[src/rtl/pc_fetch_pkg.sv]
// pc_fetch_pkg: shared types and constants for the instruction-fetch front end.
//   fetch_state_t  : fetch FSM states (BOOT, REQ, HOLD, DRAIN)
//   fetch_word_t   : {pc, instr} pair carried through the skid register
//   NOP_INSTR      : instruction word presented while nothing valid is fetched
//   DEFAULT_RESET_PC : default first fetch address after reset
package pc_fetch_pkg;

  typedef enum logic [1:0] {
    BOOT  = 2'd0,
    REQ   = 2'd1,
    HOLD  = 2'd2,
    DRAIN = 2'd3
  } fetch_state_t;

  typedef struct packed {
    logic [31:0] pc;
    logic [31:0] instr;
  } fetch_word_t;

  localparam logic [31:0] NOP_INSTR        = 32'h0000_0013;
  localparam logic [31:0] DEFAULT_RESET_PC = 32'h0000_0000;

endpackage

[src/rtl/fetch_skid_reg.sv]
// fetch_skid_reg: one-entry {pc, instr} holding register.
// Parks a fetched word that arrived while the IF/ID boundary was stalled.
// Ports:
//   clk_i    in   clock, rising edge
//   rst_ni   in   asynchronous active-low reset
//   load_i   in   capture word_i
//   clear_i  in   drop the parked word (wins over load_i)
//   word_i   in   {pc, instr} to park
//   word_o   out  parked {pc, instr}
module fetch_skid_reg
  import pc_fetch_pkg::*;
(
  input  logic        clk_i,
  input  logic        rst_ni,
  input  logic        load_i,
  input  logic        clear_i,
  input  fetch_word_t word_i,
  output fetch_word_t word_o
);

  fetch_word_t word_q;
  fetch_word_t word_d;

  // Next-state selection for the parked word.
  always_comb begin
    word_d = word_q;
    if (clear_i) begin
      word_d = '{pc: 32'h0000_0000, instr: 32'h0000_0000};
    end else if (load_i) begin
      word_d = word_i;
    end else begin
      word_d = word_q;
    end
  end

  // Parked-word register.
  always_ff @(posedge clk_i or negedge rst_ni) begin
    if (!rst_ni) begin
      word_q <= '{pc: 32'h0000_0000, instr: 32'h0000_0000};
    end else begin
      word_q <= word_d;
    end
  end

  assign word_o = word_q;

endmodule

[src/rtl/pc_fetch_unit.sv]
// pc_fetch_unit: instruction-fetch front end.
// Owns the fetch PC, drives a request/acknowledge instruction-memory port
// and registers fetched words into the IF/ID boundary. Handles stalls (the
// acked word is parked in a skid register) and flushes (a request already
// issued is never withdrawn; its response is drained and discarded).
// Ports:
//   CLK, CPU_RST_N      clock, asynchronous active-low reset
//   PC_In               next PC from the next-PC generator (or redirect target)
//   FlushF, StallF      redirect taken / IF/ID cannot accept
//   PCF                 current fetch address
//   ImemReq, ImemAddr   memory request valid / address
//   ImemAck, ImemRdata  memory response handshake / instruction word
//   InstrF, PcOutF      registered instruction and its PC
//   InstrValidF         InstrF/PcOutF valid
module pc_fetch_unit #(
  parameter logic [31:0] RESET_PC  = pc_fetch_pkg::DEFAULT_RESET_PC,
  parameter logic [31:0] NOP_INSTR = pc_fetch_pkg::NOP_INSTR
) (
  input  logic        CLK,
  input  logic        CPU_RST_N,
  input  logic [31:0] PC_In,
  input  logic        FlushF,
  input  logic        StallF,
  output logic [31:0] PCF,
  output logic        ImemReq,
  output logic [31:0] ImemAddr,
  input  logic        ImemAck,
  input  logic [31:0] ImemRdata,
  output logic [31:0] InstrF,
  output logic [31:0] PcOutF,
  output logic        InstrValidF
);

  import pc_fetch_pkg::*;

  fetch_state_t state_q, state_d;
  logic [31:0]  pcf_q, pcf_d;
  logic [31:0]  target_q, target_d;
  logic [31:0]  instr_q, instr_d;
  logic [31:0]  pcout_q, pcout_d;
  logic         valid_q, valid_d;
  logic         req_q, req_d;

  logic         skid_load_s;
  logic         skid_clear_s;
  logic [31:0]  drain_tgt_s;
  fetch_word_t  skid_in_s;
  fetch_word_t  skid_out_s;

  assign skid_in_s = '{pc: pcf_q, instr: ImemRdata};

  fetch_skid_reg u_skid (
    .clk_i   (CLK),
    .rst_ni  (CPU_RST_N),
    .load_i  (skid_load_s),
    .clear_i (skid_clear_s),
    .word_i  (skid_in_s),
    .word_o  (skid_out_s)
  );

  // Fetch FSM next-state and datapath next-values.
  always_comb begin
    state_d      = state_q;
    pcf_d        = pcf_q;
    target_d     = target_q;
    instr_d      = instr_q;
    pcout_d      = pcout_q;
    valid_d      = valid_q;
    skid_load_s  = 1'b0;
    skid_clear_s = 1'b0;
    // A redirect arriving in DRAIN replaces the pending target: last one wins.
    drain_tgt_s  = FlushF ? PC_In : target_q;

    case (state_q)
      BOOT: begin
        state_d = REQ;
      end

      REQ: begin
        if (FlushF) begin
          valid_d = 1'b0;
          if (ImemAck) begin
            // Response of the wrong-path fetch is dropped; fetch the target next.
            pcf_d = PC_In;
          end else begin
            // Request must stay up until acked, so remember where to go.
            target_d = PC_In;
            state_d  = DRAIN;
          end
        end else if (ImemAck) begin
          if (StallF) begin
            skid_load_s = 1'b1;
            state_d     = HOLD;
          end else begin
            instr_d = ImemRdata;
            pcout_d = pcf_q;
            valid_d = 1'b1;
            pcf_d   = PC_In;
          end
        end else if (!StallF) begin
          // Decode consumed the word on display and nothing new arrived.
          valid_d = 1'b0;
        end else begin
          valid_d = valid_q;
        end
      end

      HOLD: begin
        if (FlushF) begin
          skid_clear_s = 1'b1;
          pcf_d        = PC_In;
          valid_d      = 1'b0;
          state_d      = REQ;
        end else if (!StallF) begin
          skid_clear_s = 1'b1;
          instr_d      = skid_out_s.instr;
          pcout_d      = skid_out_s.pc;
          valid_d      = 1'b1;
          pcf_d        = PC_In;
          state_d      = REQ;
        end else begin
          state_d = HOLD;
        end
      end

      DRAIN: begin
        target_d = drain_tgt_s;
        if (ImemAck) begin
          pcf_d   = drain_tgt_s;
          state_d = REQ;
        end else begin
          state_d = DRAIN;
        end
      end

      default: begin
        state_d = BOOT;
      end
    endcase

    req_d = (state_d == REQ) || (state_d == DRAIN);
  end

  // State, PC and IF/ID output registers.
  always_ff @(posedge CLK or negedge CPU_RST_N) begin
    if (!CPU_RST_N) begin
      state_q  <= BOOT;
      pcf_q    <= RESET_PC;
      target_q <= 32'h0000_0000;
      instr_q  <= NOP_INSTR;
      pcout_q  <= 32'h0000_0000;
      valid_q  <= 1'b0;
      req_q    <= 1'b0;
    end else begin
      state_q  <= state_d;
      pcf_q    <= pcf_d;
      target_q <= target_d;
      instr_q  <= instr_d;
      pcout_q  <= pcout_d;
      valid_q  <= valid_d;
      req_q    <= req_d;
    end
  end

  assign PCF         = pcf_q;
  assign ImemAddr    = pcf_q;
  assign ImemReq     = req_q;
  assign InstrF      = instr_q;
  assign PcOutF      = pcout_q;
  assign InstrValidF = valid_q;

endmodule

[config.mk]
export PLATFORM = sky130hd
export DESIGN_NAME = pc_fetch_unit
export DESIGN_NICKNAME = d
export VERILOG_FILES = /design/src/rtl/pc_fetch_pkg.sv /design/src/rtl/fetch_skid_reg.sv /design/src/rtl/pc_fetch_unit.sv
export SDC_FILE = /design/constraint.sdc
export NUM_CORES = 1
export LEC_CHECK = 0
export CORE_MARGIN = 3
export CORE_UTILIZATION = 50
export CTS_CLUSTER_SIZE = 14
export DETAILED_ROUTE_END_ITERATION = 16
export PLACE_DENSITY_LB_ADDON = 0.3
export SLEW_MARGIN = 20
export SYNTH_ARGS = -nofsm -noshare
export SYNTH_HDL_FRONTEND = slang
export SYNTH_HIERARCHICAL = 1
export SYNTH_SLANG_ARGS = --single-unit
[constraint.sdc]
create_clock -name CLK -period 2.1 [get_ports CLK]
set_input_delay 0.315 -clock CLK [delete_from_list [all_inputs] [get_ports CLK]]
set_output_delay 0.315 -clock CLK [all_outputs]
set_load 0.05 [all_outputs]
==> reports/metrics.csv, run 1 <==
metric,value,unit
status,"complete, no violations",
synth.area.top_cells,"dfrtp_1, mux2_2, mux2_4",
synth_area,0.00937,mm^2
path_class,register to register,
gp_congestion,0.787,
clock_latency,0.43,ns
rows,49,
htreeDepth,4,
antenna_found_initial,0,
final_max_slew_viol_count,0,
crit_fanout,43,
drive_gt1_share,35.0,%
required,2.42,ns
fin_skew,0.00814,ns
port_buffers,198,
drt-vias-per-instance,5.27,
cts_buffers,17,
grtUsageMet3,4.89,%
clock_sinks,196,
yosys.area.top_type,dfrtp_1,
yosys.area_share.simple,3.34,%
io-pin-count,199,
die_w,143,um
antennaDiodeCount,0,
max_cap_viol_count,0,
layout_common_cells,"dfrtp_1, clkdlybuf4s50_1, mux2_2",
ys_seq_elements,196,
yosysUniqueCellTypes,31,
synth_mux_area_share,36.2,%
hold_path.class,input pin to asynchronous set/reset pin,
drc,0,
grt_pass1_vias,6241,
synthCells,656,
synth-adder-area-share,0.534,%
yosysWarnings,6,
dp.final_hpwl,13900,um
grt_pass1_wl,33400,um
overflow,0,
r2r_slack,0.05,ns
start_kind,register,
yosysSeqAreaShare,52.4,%
timing.final.crit_share,97.7,%
synth.avg_cell_area,14.3,um^2
synth_top_family_by_area,multiplexers,
start_util,51.4,%
grt_max_degree,65,
setup_tns,0,ns
slew_headroom,63.4,%
met1_usage,27.7,%
cts_tree,yes,
core_area,0.0182,mm^2
dr.pass1.iters,4,
synthXorXnorAreaFrac,0,%
die_y,143,um
hold_viol,0,
worst_r2r_endpoint,PcOutF[11],
worst_setup_path_end_kind,register,
final_nets,909,
synth_compound_gate_area_share,1.00,%
syn_to_final_growth,29.0,%
routed_wl,20400,um
drt_iter0_markers,225,
path_clk_slew,0.07,ns
layout_min_cycle_time,2.05,ns
die-area,0.0204,mm^2
worst-r2r-cell-count,6,
final_antenna_net_count,0,
fmax,487,MHz
fillers,1289,
busiest_layer,met2,
track_usage,20.8,%
setup_violations,0,
r2r_start,state_q[1],
synth_nets,729,
yosysTopAreaCellShare,51.6,%
worstPathArrival,2.37,ns
startpoint,state_q[1],
tightest_slew,0.548,ns
vias,5677,
globalRouteMet2Util,34.6,%
root_buffer,clkbuf_16,
rsz0062_at_grt,false,
cts_max_path_buffers,2,
avgRoutedWirePerCell,18.9,um
[synthesized netlist by cell type]
cell type  count
buf_4         32
o221a_2        1
and3b_2        2
a211o_2        1
a211oi_1       2
and2_1         1
nand2b_1       3
o22ai_1        1
inv_1          7
dfstp_2        3
buf_6          2
dfrtp_1      193
buf_1          6
mux2_1         7
and2b_2        1
a21oi_1        2
o31ai_1        1
nand2_1        2
nor2_1        67
clkbuf_2       1
mux2i_1       64
buf_2         12
buf_12         6
buf_8          6
ha_1           4
mux2_2       157
o32a_1         1
a2bb2oi_1      1
o21ai_0        3
clkbuf_1       7
mux2_4        60
[how the worst max path moves through the flow]
| stage | endpoint | slack (ns) |
|---|---|---|
| floorplan | u_skid/word_o[0] | 0.15 |
| global placement | InstrF[29] | 0.11 |
| detailed placement | InstrF[17] | 0.04 |
| CTS | InstrF[0] | 0.006 |
| global route | ImemAddr[15] | 0.001 |
| finish | PcOutF[11] | 0.05 |
[metrics by stage]
| step | hold WS (ns) | area [um^2] | instances | utilization, % | worst slack (ns) |
|---|---|---|---|---|---|
| floorplan | 0.0194 | 9370 | 656 | - | 0.154 |
| global placement | 0.332 | 11500 | 1045 | 63.3 | 0.113 |
| detailed placement | 0.334 | 11500 | 1045 | 63.3 | 0.0389 |
| CTS | 0.445 | 12100 | 1077 | 66.3 | 0.00550 |
| global route | 0.468 | 12100 | 1077 | 66.4 | 0.00108 |
| finish | 0.424 | 12100 | 1077 | 66.4 | 0.0476 |
[sequential cells by signal, summed over array words and instances (netlist names)]
| signal | cells |
|---|---|
| target_q | 32 |
| InstrValidF | 1 |
| state_q | 2 |
| PcOutF | 32 |
| InstrF | 32 |
| ImemAddr | 32 |
| ImemReq | 1 |
| u_skid/word_o | 64 |
[cell families (layout without fill, tap and decap cells)]
| family | count (synthesis) | count (layout) |
|---|---|---|
| DFF | 196 | 196 |
| AOI/OAI and AO/OA | 13 | 13 |
| buffers and inverters | 79 | 271 |
| and+or+nand+nor | 76 | 76 |
| muxes | 288 | 288 |
| adders and majority gates | 4 | 4 |
[repair_timing]
item,CTS,global route
resized for setup,0,5
endpoints found under the setup margin,0,47
buffers inserted,0,0
hold endpoints to repair,49,0
hold buffers,1,0
[layer usage]
| layer | vias up | wire length, um |
|---|---|---|
| met4 | 0 | 270 |
| met3 | 18 | 1000 |
| met5 | - | 0 |
| met1 | 2894 | 8980 |
| met2 | 141 | 10100 |
| li1 | 2624 | - |
[area by class of cell]
type                       count  area (um^2)  area share [%]
sequential                   196         4910            40.6
multi-input combinational    381         3880            32.1
timing repair buffer         233         2450            20.2
clock buffer                  17          425            3.52
tap                          229          287            2.37
clock inverter                14          113           0.932
inverter                       7         26.3           0.217
[worst max-delay path: stages, from the launching register on]
cell	delay [ns]
dfrtp_2	0.41
inv_1	0.07
ha_1	0.25
nand2b_1	0.20
a211o_4	0.38
buf_12	0.22
mux2_4	0.35
Power of run 1 is left out: the tool's default activity adds up to more than one toggle a clock period on the data nets, which glitch-free logic cannot reach.
==> inputs of run 2 (changes only) <==
Settings changed: CORE_MARGIN 3 to 2.
==> reports/metrics.csv, run 2 (same netlist as run 1, synthesis figures left out) <==
metric,value,unit
setup_tns,0,ns
grt_max_degree,65,
max_cap_viol_count,0,
path_class,register to output pin,
die-area,0.0198,mm^2
track_usage,21.2,%
postLayoutCoreUtil,65.1,%
drive_gt1_share,34.3,%
avgRoutedWirePerCell,19.1,um
final_max_slew_viol_count,0,
finalInstanceArea,0.0121,mm^2
root_buffer,clkbuf_16,
hold_viol,0,
grt_pass1_wl,33100,um
clock_latency,0.42,ns
layout_commonest_cell,dfrtp_1,
fin_cells,1073,
start_util,50.6,%
crit_fanout,5,
multi_input_area,0.00388,mm^2
dr.pass1.iters,5,
status,"complete, no violations",
hold_path.class,input pin to asynchronous set/reset pin,
antenna_found_initial,0,
die_y,141,um
die_w,141,um
path_clk_slew,0.07,ns
layout_common_cells,"dfrtp_1, clkdlybuf4s50_1, mux2_2",
place_area,0.0114,mm^2
drt_iter0_markers,226,
cpPeakStageDelay,0.84,ns
routed_wl,20500,um
layout.area.seq,0.00491,mm^2
vias,5712,
final_antenna_net_count,0,
largest_register_ffs,64,
port_buffers,198,
cts_max_path_buffers,2,
rsz0062_at_grt,false,
grt_pass1_vias,6242,
required,1.78,ns
cpMaxStageDelayCell,clkdlybuf4s50_1,
drc,0,
layout_min_cycle_time,2.04,ns
clock_sinks,196,
setup_violations,0,
worst_setup_path_end_kind,output pin,
worstPathArrival,1.72,ns
cts_buffers,17,
antennaDiodeCount,0,
overflow,0,
dp.final_hpwl,13600,um
timing.final.crit_share,97.0,%
cp_top_family,buffers and inverters,
postCtsSetupRepairBufs,0,
rows,50,
io-pin-count,199,
core_area,0.0185,mm^2
worst-path-buf-inv,1,
syn_to_final_growth,28.7,%
fmax,491,MHz
drt-vias-per-instance,5.32,
cts_tree,yes,
crit_chain,clkdlybuf4s50_1,
fillers,1355,
fin_skew,0.0103,ns
tightest_slew,0.565,ns
final_nets,900,
gp_congestion,0.753,
slew_headroom,62.2,%
htreeDepth,4,
dp.cells,1041,
start_kind,register,
==> run 2: cell count changes in the layout (fill, tap and decap cells not counted), sizes merged <==
cell / before / now
clkinvlp: 1 / 2
buf: 35 / 26
inv: 10 / 13
bufinv: 1 / 2
clkinv: 9 / 4
==> run 2: final timing paths <==
path | end | start | depth (start not counted) | slack (ns)
min | u_skid/word_o[8] | CPU_RST_N | 2 | 0.42
min reg2reg | target_q[26] | target_q[26] | 1 | 0.50
min in group CLK | target_q[26] | target_q[26] | 1 | 0.50
max reg2reg | ImemAddr[0] | state_q[1] | 6 | 0.16
max in group asynchronous | InstrF[31] | CPU_RST_N | 3 | 0.96
max | ImemAddr[4] | ImemAddr[4] | 1 | 0.06
==> run 2: area by class of cell <==
type | instances | area share [%]
inverter | 7 | 0.218
sequential | 196 | 40.7
clock buffer | 17 | 3.53
tap | 234 | 2.43
timing repair buffer | 224 | 19.5
clock inverter | 14 | 1.39
multi-input combinational | 381 | 32.2
==> run 2: stage by stage <==
stage | setup WS, ns | hold slack [ns]
after floorplan | 0.154 | 0.0194
after global placement | 0.0887 | 0.313
after detailed placement | 0.0517 | 0.322
after CTS | 0.00326 | 0.427
after global routing | 0.00186 | 0.436
final | 0.0640 | 0.420
==> run 2: layer usage <==
metal  track usage [%]  vias up  share of wire (%)
met2              35.3      161                 49
met3              5.57       29                5.3
met5                 0        -                  0
met4              6.79        0                1.6
li1                  -     2604                  -
met1              27.2     2918                 44
==> run 2: timing repair <==
item / 4_1_cts / 5_1_grt
resized for setup: 0 / 5
endpoints found under the hold margin: 50 / 0
hold buffers: 1 / 0
setup endpoints to repair: 0 / 13
Power of run 2 is left out for the same reason.
